===== src/rtl/commit_trace_monitor_if.sv =====
// rtl/commit_trace_monitor_if.sv - retirement stream in, trace record stream and status out
interface commit_trace_monitor_if #(
  parameter int DEPTH = 16,
  parameter int CNT_W = 32
);
  localparam int CW = $clog2(DEPTH) + 1;

  logic             clear_i;
  logic             commit_i;
  logic [31:0]      commit_pc_i;
  logic [31:0]      commit_pre_pc_i;
  logic             trace_valid_o;
  logic             trace_ready_i;
  logic [31:0]      trace_pc_o;
  logic [31:0]      trace_pre_pc_o;
  logic [CNT_W-1:0] trace_seq_o;
  logic [CW-1:0]    fifo_count_o;
  logic [CNT_W-1:0] commit_cnt_o;
  logic [CNT_W-1:0] drop_cnt_o;
  logic             overflow_o;
  logic             flow_err_o;
  logic [31:0]      err_pc_o;
  logic [31:0]      err_exp_pc_o;

  modport slave (
    input  clear_i, commit_i, commit_pc_i, commit_pre_pc_i, trace_ready_i,
    output trace_valid_o, trace_pc_o, trace_pre_pc_o, trace_seq_o, fifo_count_o,
           commit_cnt_o, drop_cnt_o, overflow_o, flow_err_o, err_pc_o, err_exp_pc_o
  );

  modport master (
    output clear_i, commit_i, commit_pc_i, commit_pre_pc_i, trace_ready_i,
    input  trace_valid_o, trace_pc_o, trace_pre_pc_o, trace_seq_o, fifo_count_o,
           commit_cnt_o, drop_cnt_o, overflow_o, flow_err_o, err_pc_o, err_exp_pc_o
  );
endinterface


===== src/rtl/commit_trace_monitor.sv =====
// rtl/commit_trace_monitor.sv - control-flow continuity checker with retirement trace FIFO
module commit_trace_monitor #(
  parameter int          DEPTH    = 16,
  parameter logic [31:0] RESET_PC = 32'h8000_0000,
  parameter int          CNT_W    = 32
) (
  input logic                    clk,
  input logic                    rst,
  commit_trace_monitor_if.slave  bus
);
  localparam int AW = $clog2(DEPTH);
  localparam int CW = AW + 1;
  localparam logic [CW-1:0] FULL_CNT = CW'(DEPTH);

  typedef enum logic [1:0] {WAIT_FIRST, TRACK, ERROR} state_t;

  state_t           state, state_nxt;
  logic [31:0]      exp_pc;
  logic [CNT_W-1:0] commit_cnt, drop_cnt;
  logic             overflow, flow_err;
  logic [31:0]      err_pc, err_exp_pc;
  logic [AW-1:0]    rd_ptr, wr_ptr;
  logic [CW-1:0]    count;

  logic [31:0]      mem_pc  [DEPTH];
  logic [31:0]      mem_pre [DEPTH];
  logic [CNT_W-1:0] mem_seq [DEPTH];

  logic accept, raise, push, pop, drop, full, head_valid;

  always_comb begin
    state_nxt = state;
    accept    = 1'b0;
    raise     = 1'b0;
    if (bus.commit_i) begin
      case (state)
        WAIT_FIRST: begin
          if (bus.commit_pc_i == RESET_PC) begin
            accept    = 1'b1;
            state_nxt = TRACK;
          end else begin
            raise     = 1'b1;
            state_nxt = ERROR;
          end
        end
        TRACK: begin
          if (bus.commit_pc_i == exp_pc) begin
            accept = 1'b1;
          end else begin
            raise     = 1'b1;
            state_nxt = ERROR;
          end
        end
        default: state_nxt = ERROR;
      endcase
    end
  end

  // A full FIFO still takes the record when the head leaves in the same cycle.
  assign head_valid = (count != '0);
  assign full       = (count == FULL_CNT);
  assign pop        = head_valid && bus.trace_ready_i;
  assign push       = accept && (!full || pop);
  assign drop       = accept && full && !pop;

  always_ff @(posedge clk) begin
    if (rst || bus.clear_i) begin
      state      <= WAIT_FIRST;
      exp_pc     <= RESET_PC;
      commit_cnt <= '0;
      drop_cnt   <= '0;
      overflow   <= 1'b0;
      flow_err   <= 1'b0;
      err_pc     <= '0;
      err_exp_pc <= '0;
      rd_ptr     <= '0;
      wr_ptr     <= '0;
      count      <= '0;
    end else begin
      state <= state_nxt;
      if (accept) begin
        exp_pc     <= bus.commit_pre_pc_i;
        commit_cnt <= commit_cnt + CNT_W'(1);
      end
      if (drop) begin
        drop_cnt <= drop_cnt + CNT_W'(1);
        overflow <= 1'b1;
      end
      if (raise) begin
        flow_err   <= 1'b1;
        err_pc     <= bus.commit_pc_i;
        err_exp_pc <= (state == WAIT_FIRST) ? RESET_PC : exp_pc;
      end
      if (push) wr_ptr <= wr_ptr + AW'(1);
      if (pop)  rd_ptr <= rd_ptr + AW'(1);
      if (push && !pop)      count <= count + CW'(1);
      else if (pop && !push) count <= count - CW'(1);
    end
  end

  always_ff @(posedge clk) begin
    if (push) begin
      mem_pc[wr_ptr]  <= bus.commit_pc_i;
      mem_pre[wr_ptr] <= bus.commit_pre_pc_i;
      mem_seq[wr_ptr] <= commit_cnt;
    end
  end

  // Head fields read as zero while empty so nothing stale is exposed after reset.
  assign bus.trace_valid_o  = head_valid;
  assign bus.trace_pc_o     = head_valid ? mem_pc[rd_ptr]  : '0;
  assign bus.trace_pre_pc_o = head_valid ? mem_pre[rd_ptr] : '0;
  assign bus.trace_seq_o    = head_valid ? mem_seq[rd_ptr] : '0;
  assign bus.fifo_count_o   = count;
  assign bus.commit_cnt_o   = commit_cnt;
  assign bus.drop_cnt_o     = drop_cnt;
  assign bus.overflow_o     = overflow;
  assign bus.flow_err_o     = flow_err;
  assign bus.err_pc_o       = err_pc;
  assign bus.err_exp_pc_o   = err_exp_pc;
endmodule


===== src/flat_wrapper.sv =====
// flat-port wrapper written by rule: the top's interface ports become plain ports
module commit_trace_monitor_flat 
#(
  parameter int          DEPTH    = 16,
  parameter logic [31:0] RESET_PC = 32'h8000_0000,
  parameter int          CNT_W    = 32
)
  (clk, rst, bus_clear_i, bus_commit_i, bus_commit_pc_i, bus_commit_pre_pc_i, bus_trace_ready_i, bus_trace_valid_o, bus_trace_pc_o, bus_trace_pre_pc_o, bus_trace_seq_o, bus_fifo_count_o, bus_commit_cnt_o, bus_drop_cnt_o, bus_overflow_o, bus_flow_err_o, bus_err_pc_o, bus_err_exp_pc_o);
  commit_trace_monitor_if #(.DEPTH(DEPTH), .CNT_W(CNT_W)) bus_i ();
  input logic clk;
  input logic rst;
  input wire logic [$bits(bus_i.clear_i)-1:0] bus_clear_i;
  input wire logic [$bits(bus_i.commit_i)-1:0] bus_commit_i;
  input wire logic [$bits(bus_i.commit_pc_i)-1:0] bus_commit_pc_i;
  input wire logic [$bits(bus_i.commit_pre_pc_i)-1:0] bus_commit_pre_pc_i;
  input wire logic [$bits(bus_i.trace_ready_i)-1:0] bus_trace_ready_i;
  output wire logic [$bits(bus_i.trace_valid_o)-1:0] bus_trace_valid_o;
  output wire logic [$bits(bus_i.trace_pc_o)-1:0] bus_trace_pc_o;
  output wire logic [$bits(bus_i.trace_pre_pc_o)-1:0] bus_trace_pre_pc_o;
  output wire logic [$bits(bus_i.trace_seq_o)-1:0] bus_trace_seq_o;
  output wire logic [$bits(bus_i.fifo_count_o)-1:0] bus_fifo_count_o;
  output wire logic [$bits(bus_i.commit_cnt_o)-1:0] bus_commit_cnt_o;
  output wire logic [$bits(bus_i.drop_cnt_o)-1:0] bus_drop_cnt_o;
  output wire logic [$bits(bus_i.overflow_o)-1:0] bus_overflow_o;
  output wire logic [$bits(bus_i.flow_err_o)-1:0] bus_flow_err_o;
  output wire logic [$bits(bus_i.err_pc_o)-1:0] bus_err_pc_o;
  output wire logic [$bits(bus_i.err_exp_pc_o)-1:0] bus_err_exp_pc_o;
  assign bus_i.clear_i = bus_clear_i;
  assign bus_i.commit_i = bus_commit_i;
  assign bus_i.commit_pc_i = bus_commit_pc_i;
  assign bus_i.commit_pre_pc_i = bus_commit_pre_pc_i;
  assign bus_i.trace_ready_i = bus_trace_ready_i;
  assign bus_trace_valid_o = bus_i.trace_valid_o;
  assign bus_trace_pc_o = bus_i.trace_pc_o;
  assign bus_trace_pre_pc_o = bus_i.trace_pre_pc_o;
  assign bus_trace_seq_o = bus_i.trace_seq_o;
  assign bus_fifo_count_o = bus_i.fifo_count_o;
  assign bus_commit_cnt_o = bus_i.commit_cnt_o;
  assign bus_drop_cnt_o = bus_i.drop_cnt_o;
  assign bus_overflow_o = bus_i.overflow_o;
  assign bus_flow_err_o = bus_i.flow_err_o;
  assign bus_err_pc_o = bus_i.err_pc_o;
  assign bus_err_exp_pc_o = bus_i.err_exp_pc_o;
  commit_trace_monitor #(.DEPTH(DEPTH), .RESET_PC(RESET_PC), .CNT_W(CNT_W)) u_core (.clk(clk), .rst(rst), .bus(bus_i));
endmodule

===== config.mk =====
export PLATFORM = sky130hd
export DESIGN_NAME = commit_trace_monitor_flat
export DESIGN_NICKNAME = d
export VERILOG_FILES = /design/src/rtl/commit_trace_monitor_if.sv /design/src/rtl/commit_trace_monitor.sv /design/src/flat_wrapper.sv
export SDC_FILE = /design/constraint.sdc
export NUM_CORES = 1
export LEC_CHECK = 0
export BUFFER_PORTS_ARGS = -buffer_cell sky130_fd_sc_hd__buf_2
export CORE_ASPECT_RATIO = 0.8
export CORE_MARGIN = 2
export CORE_UTILIZATION = 45
export DETAILED_ROUTE_END_ITERATION = 16
export PLACE_DENSITY = 0.69
export SLEW_MARGIN = 5
export SYNTH_ARGS = -nofsm -noshare
export SYNTH_HDL_FRONTEND = slang
export SYNTH_SLANG_ARGS = --single-unit

===== constraint.sdc =====
create_clock -name clk -period 6.3 [get_ports clk]
set_input_delay 0 -clock clk [delete_from_list [all_inputs] [get_ports clk]]
set_output_delay 0 -clock clk [all_outputs]
set_load 0.02 [all_outputs]

# Word-level counts from Yosys, hierarchy flattened
# Memories as Yosys holds them, arrays and structs flattened. A register that Yosys moved wholly into a read port is not among the register bits.
# Index checks and enable logic that the tools add are counted.
totals:
  word_cells: 65
  out_inout_bits: 232
  memories: 3
  ram_bits: 1536
  in_bits: 69
  register_bits: 177
mem_list:
  columns: ["memory", "depth", "width", "rd", "rd_ports_with_merged_regs", "wr", "line", "text"]
  rows:
  - ["u_core.mem_pc", 16, 32, 1, 1, 1, "commit_trace_monitor.sv:25", "logic [31:0] mem_pc [DEPTH];"]
  - ["u_core.mem_pre", 16, 32, 1, 1, 1, "commit_trace_monitor.sv:26", "logic [31:0] mem_pre [DEPTH];"]
  - ["u_core.mem_seq", 16, 32, 1, 1, 1, "commit_trace_monitor.sv:27", "logic [CNT_W-1:0] mem_seq [DEPTH];"]
op_classes:
  reduce_logical: 15
  addsub: 6
  mux: 25
  eq_ne: 5
op_table:
  columns: ["operator", "n"]
  rows:
  - ["$mux 32", 4]
  - ["$add 32x1->32 const B", 2]
  - ["$eq 32x32->1", 1]
  - ["$eq 32x32->1 const B", 1]
  - ["$mux 4", 6]
  - ["$mux 5", 2]
  - ["$add 4x1->4 const B", 2]
  - ["$mux 1", 8]
  - ["$logic_and 1x1->1", 6]
  - ["$add 5x1->5 const B", 1]
  - ["$eq 5x5->1 const B", 1]
  - ["$reduce_bool 5->1", 1]
  - ["$sub 5x1->5 const B", 1]
  - ["$mux 2", 2]
  - ["$pmux 1 s2", 2]
  - ["$pmux 2 s2", 1]
  - ["$logic_not 1->1", 3]
  - ["$eq 2x1->1 const B", 1]
  - ["$logic_not 2->1", 1]
  - ["$logic_or 1x1->1", 2]
  - ["$ne 2x2->1 const B", 1]
  - ["$reduce_and 2->1", 1]
  - ["$reduce_bool 2->1", 1]

# Longest topological paths before layout
depth:
  word_depth: 9
  mapped_depth: 15
  mapped_depth_nobuf: 14

# Worst setup path after synthesis
# No wires, ideal clock.
synth_path:
  path_type: "flip-flop to flip-flop"
  from: "reg u_core.exp_pc[14]"
  to: "mem u_core.mem_pc[3][0], enable pin"
  n_path_buf: 1
  stages_incl_launch_ff: 8
  setup_slack_ps: 1827
  arrival_time_ps: 4007
  t_required_ps: 5834
  cell_sequence: "dfxtp_1 > xnor2_1 > nand4_1 > nor4_2 > a31oi_1 > nor2_1 > clkbuf_1 > and3_1"
synth_via:
  elab_chain_len: 7
synth_rtl:
  columns: ["item", "line", "text"]
  rows:
  - ["start: declaration", "commit_trace_monitor.sv:18", "logic [31:0] exp_pc;"]
  - ["start signal: assignment", "commit_trace_monitor.sv:82", "exp_pc <= bus.commit_pre_pc_i;"]
  - ["$eq 32x32->1", "commit_trace_monitor.sv:47", "if (bus.commit_pc_i == exp_pc) begin"]
  - ["$mux 1", "commit_trace_monitor.sv:47", null]
  - ["$pmux 1 s2", "commit_trace_monitor.sv:36", "case (state)"]
  - ["$mux 1", "commit_trace_monitor.sv:35", "if (bus.commit_i) begin"]
  - ["$logic_and 1x1->1", "commit_trace_monitor.sv:63", "assign push = accept && (!full || pop);"]
  - ["net u_core.push", "commit_trace_monitor.sv:29", "logic accept, raise, push, pop, drop, full, head_valid;"]
  - ["$mux 1", "commit_trace_monitor.sv:102", "if (push) begin"]
  - ["$mux 1 (implied by the code)", "commit_trace_monitor.sv:103", "mem_pc[wr_ptr] <= bus.commit_pc_i;"]
  - ["end: declaration", "commit_trace_monitor.sv:25", null]
# The timed path passes the listed nets, and every way through them passes these cells.

# Final worst setup path
layout_path:
  from: "reg u_core.exp_pc[22]"
  to: "mem u_core.mem_seq[2][21], enable pin"
layout_via:
  elab_chain_len: 7
layout_rtl:
  columns: ["item", "line", "text"]
  rows:
  - ["$eq 32x32->1", "commit_trace_monitor.sv:47", null]
  - ["$mux 1", "commit_trace_monitor.sv:47", null]
  - ["$pmux 1 s2", "commit_trace_monitor.sv:36", null]
  - ["$mux 1", "commit_trace_monitor.sv:35", null]
  - ["$logic_and 1x1->1", "commit_trace_monitor.sv:63", null]
  - ["$mux 1", "commit_trace_monitor.sv:102", null]
  - ["$mux 1 (implied by the code)", "commit_trace_monitor.sv:105", "mem_seq[wr_ptr] <= commit_cnt;"]
  - ["end: declaration", "commit_trace_monitor.sv:27", null]
# Every way passes these cells.

==> impl_metrics.ini <==
[job]
cap_viol_max_count = 0

[routing]
post_drt_wl_per_cell_um = 29.6
ant_nets = 0
drt-total-wl_um = 170000
firstDrtPassIters = 6
vias = 34130
drc = 0
via_per_inst = 5.95
drt-initial-drc-count = 4172

[yosys]
synth_cell_type_count = 50
synth_most_common_cell = edfxtp_1
synthTopCellsByArea = edfxtp_1, mux4_2, dfxtp_1
synth_area_mm2 = 0.0663
synth_common_cells = edfxtp_1, mux4_2, nand2_1
yosys_warnings = 0
synth_top_area_share_pct = 69.6
synth_seq_area_share_pct = 75.1
syn_nets = 3323
syn_inst = 3242
synth-seq-cells = 1717
synth-edff-count = 1536
synthArstFlopShare_pct = 0
post_synth.cell_area_avg_um2 = 20.4
ys.flop_type = edfxtp_1
synth_top_cell_by_area = edfxtp_1

[worst_setup_path]
worst_r2r_startpoint = u_core.exp_pc[22]
cpPeakStageDelay_ns = 1.03
crit_path_start = u_core.exp_pc[22]
worstSetupEndpointType = register
cp.arrival_ns = 5.25
start_kind = register
cp.required_ns = 6.72
crit_chain = xnor2_1, nand4_1, nor4_2, a31oi_4, buf_4, nor2_1, and3_4, buf_4
crit_top_cell = buf_4
crit_slowest_cell = and3_4
worst-path-max-fanout = 47
criticalPathCategory = register to register

[sta]
max_freq_ghz = 0.207
min_period_ns = 4.82
period_share_pct = 76.5
skew_ns = 0.0353
setup_viol = 0
slew_headroom_pct = 17.2
rsz0062_at_grt = false
final-hold-violation-count = 0
tightest_slew_ns = 1.24
maxSlewViolCount = 0
finalSetupTns_ns = 0

[placement]
place_congestion = 0.854
hpwlAfterDp_um = 104000
placed_cell_area_mm2 = 0.0702
port_buffers = 300

[clocking]
htreeDepth = 4
ctsRootBufferMaster = clkbuf_16
cts_buffer_depth = 3
cts.clk_slew.worst_paths_ns = 0.06
clkLatencyLatePin_ns = 0.79
cts_tree = yes
cts_buffers = 162
cts_sinks = 1717
post_cts_buffers = 0
cts.repair.resized = 0

[floorplanning]
dieArea_mm2 = 0.150
rows = 125
dieHeight_um = 347
start_util_pct = 45.5
core_area_mm2 = 0.146
io_pins = 301
die_w_um = 433

[pwr]
ir_drop_mv = 0.292
seq_power_share_pct = 55.0
swShare_pct = 19.9
internal-power_mw = 18.0
comb_power_share_pct = 1.4
power_switching_mw = 4.46
leakage_nw = 23.1
powerDensity_mw_per_mm2 = 294
p_clk_share_pct = 43.6

[status]
outcome = finished, final reports clean

[global_route]
overflow = 0
grt_pass1_vias = 33296
antenna_found_initial = 7
grt_pass1_wl_um = 246000
grt_usage_pct = 22.7
grt_max_degree = 149

[min_path]
hold_start = bus_commit_pc_i[22]
holdCritPathClass = input port to register

[finish]
nNetsFinal = 3709
fin_area_mm2 = 0.0762
area_growth_pct = 15.0
drive_gt1_share_pct = 29.3
## cells in the final DEF, fill, tap and decap left out, drive strengths merged, types with 35 or more instances in the layout
master | Yosys | final
nand2 | 186 | 186
buf | 52 | 351
dlygate4sd3 | 0 | 68
a21oi | 62 | 62
edfxtp | 1536 | 1536
xnor2 | 35 | 35
clkbuf | 145 | 213
o21ai | 70 | 70
dfxtp | 181 | 181
and2 | 99 | 99
clkinv | 0 | 59
mux4 | 480 | 480
nand3 | 90 | 90
## metal layers
layer	vias up	share of wire [%]	global-route usage, %
met5	-	0.015	0
met3	241	7.5	3.88
li1	14208	-	-
met1	18122	42	33.1
met2	1555	47	34.3
met4	4	3.8	8.48
## critical path, delay by kind of cell, from the launching register on
family | cells | cell delay, ns
compound gates | 1 | 0.14
xor+xnor | 1 | 0.13
buf+inv | 2 | 0.81
flops | 1 | 0.38
simple gates | 4 | 2.90
## registers in the layout, indices dropped and copies added, names as in the netlist, 5 cells and up, named ones only
name,flops
u_core.bus.err_exp_pc_o,32
u_core.bus.err_pc_o,32
u_core.bus.commit_cnt_o,32
u_core.mem_seq,512
u_core.bus.fifo_count_o,5
u_core.bus.drop_cnt_o,32
u_core.mem_pc,512
u_core.mem_pre,512
u_core.exp_pc,32
## layout make-up
class | instances | area, µm²
multi-input combinational | 1318 | 15900
clock inverter | 86 | 872
clock buffer | 213 | 4410
antenna | 5 | 12.5
sequential | 1717 | 49800
tap | 1968 | 2460
timing repair buffer | 419 | 2780
inverter | 10 | 37.5
fill | 11367 | 69500
## worst paths after layout
kind / to / slack (ns) / cells after the start
hold / removal: u_core.mem_pc[14][22] / 0.14 / 2
hold reg to reg: u_core.bus.err_exp_pc_o[4] / 0.46 / 2
setup / recovery: u_core.mem_seq[2][21] / 1.48 / 8
setup reg to reg: u_core.mem_seq[2][21] / 1.48 / 8
## what timing repair did
item / CTS / global route
endpoints found under the setup margin: 0 / 0
endpoints found under the hold margin: 1148 / 0
hold buffers: 68 / 0
## through the flow
step | cells | setup slack (ns) | hold slack, ns | util [%] | power (mW)
after global placement | 5364 | 1.65 | 0.278 | 48.2 | 12.9
after detailed placement | 5364 | 1.52 | 0.289 | 48.2 | 12.9
final | 5736 | 1.48 | 0.139 | 52.3 | 22.4
after CTS | 5731 | 1.57 | 0.0704 | 52.3 | 22.6
after floorplan | 3242 | 1.83 | 0.0989 | - | 12.7
after global routing | 5731 | 1.21 | 0.120 | 52.3 | 23.0
## power groups by stage
stage / combinational [mW] / clock, mW / sequential, mW
6_report: 0.316 / 9.78 / 12.3
5_1_grt: 0.336 / 10.3 / 12.3
4_1_cts: 0.313 / 9.90 / 12.3
3_5_place_dp: 0.277 / 0 / 12.6
3_3_place_gp: 0.272 / 0 / 12.6
2_1_floorplan: 0.0652 / 0 / 12.6
## logic make-up (layout without fill, tap and decap cells)
| logic type | after synthesis | after routing | synth area share (%) |
|---|---|---|---|
| other cells | 0 | 5 | 0 |
| simple gates | 564 | 564 | 4.51 |
| buf+inv | 207 | 728 | 1.22 |
| fa+ha+maj | 12 | 12 | 0.238 |
| compound gates | 207 | 207 | 1.92 |
| flops | 1717 | 1717 | 75.1 |
| xor+xnor | 39 | 39 | 0.515 |
| mux | 496 | 496 | 16.6 |
No activity file was read; power rests on OpenSTA's default activity.
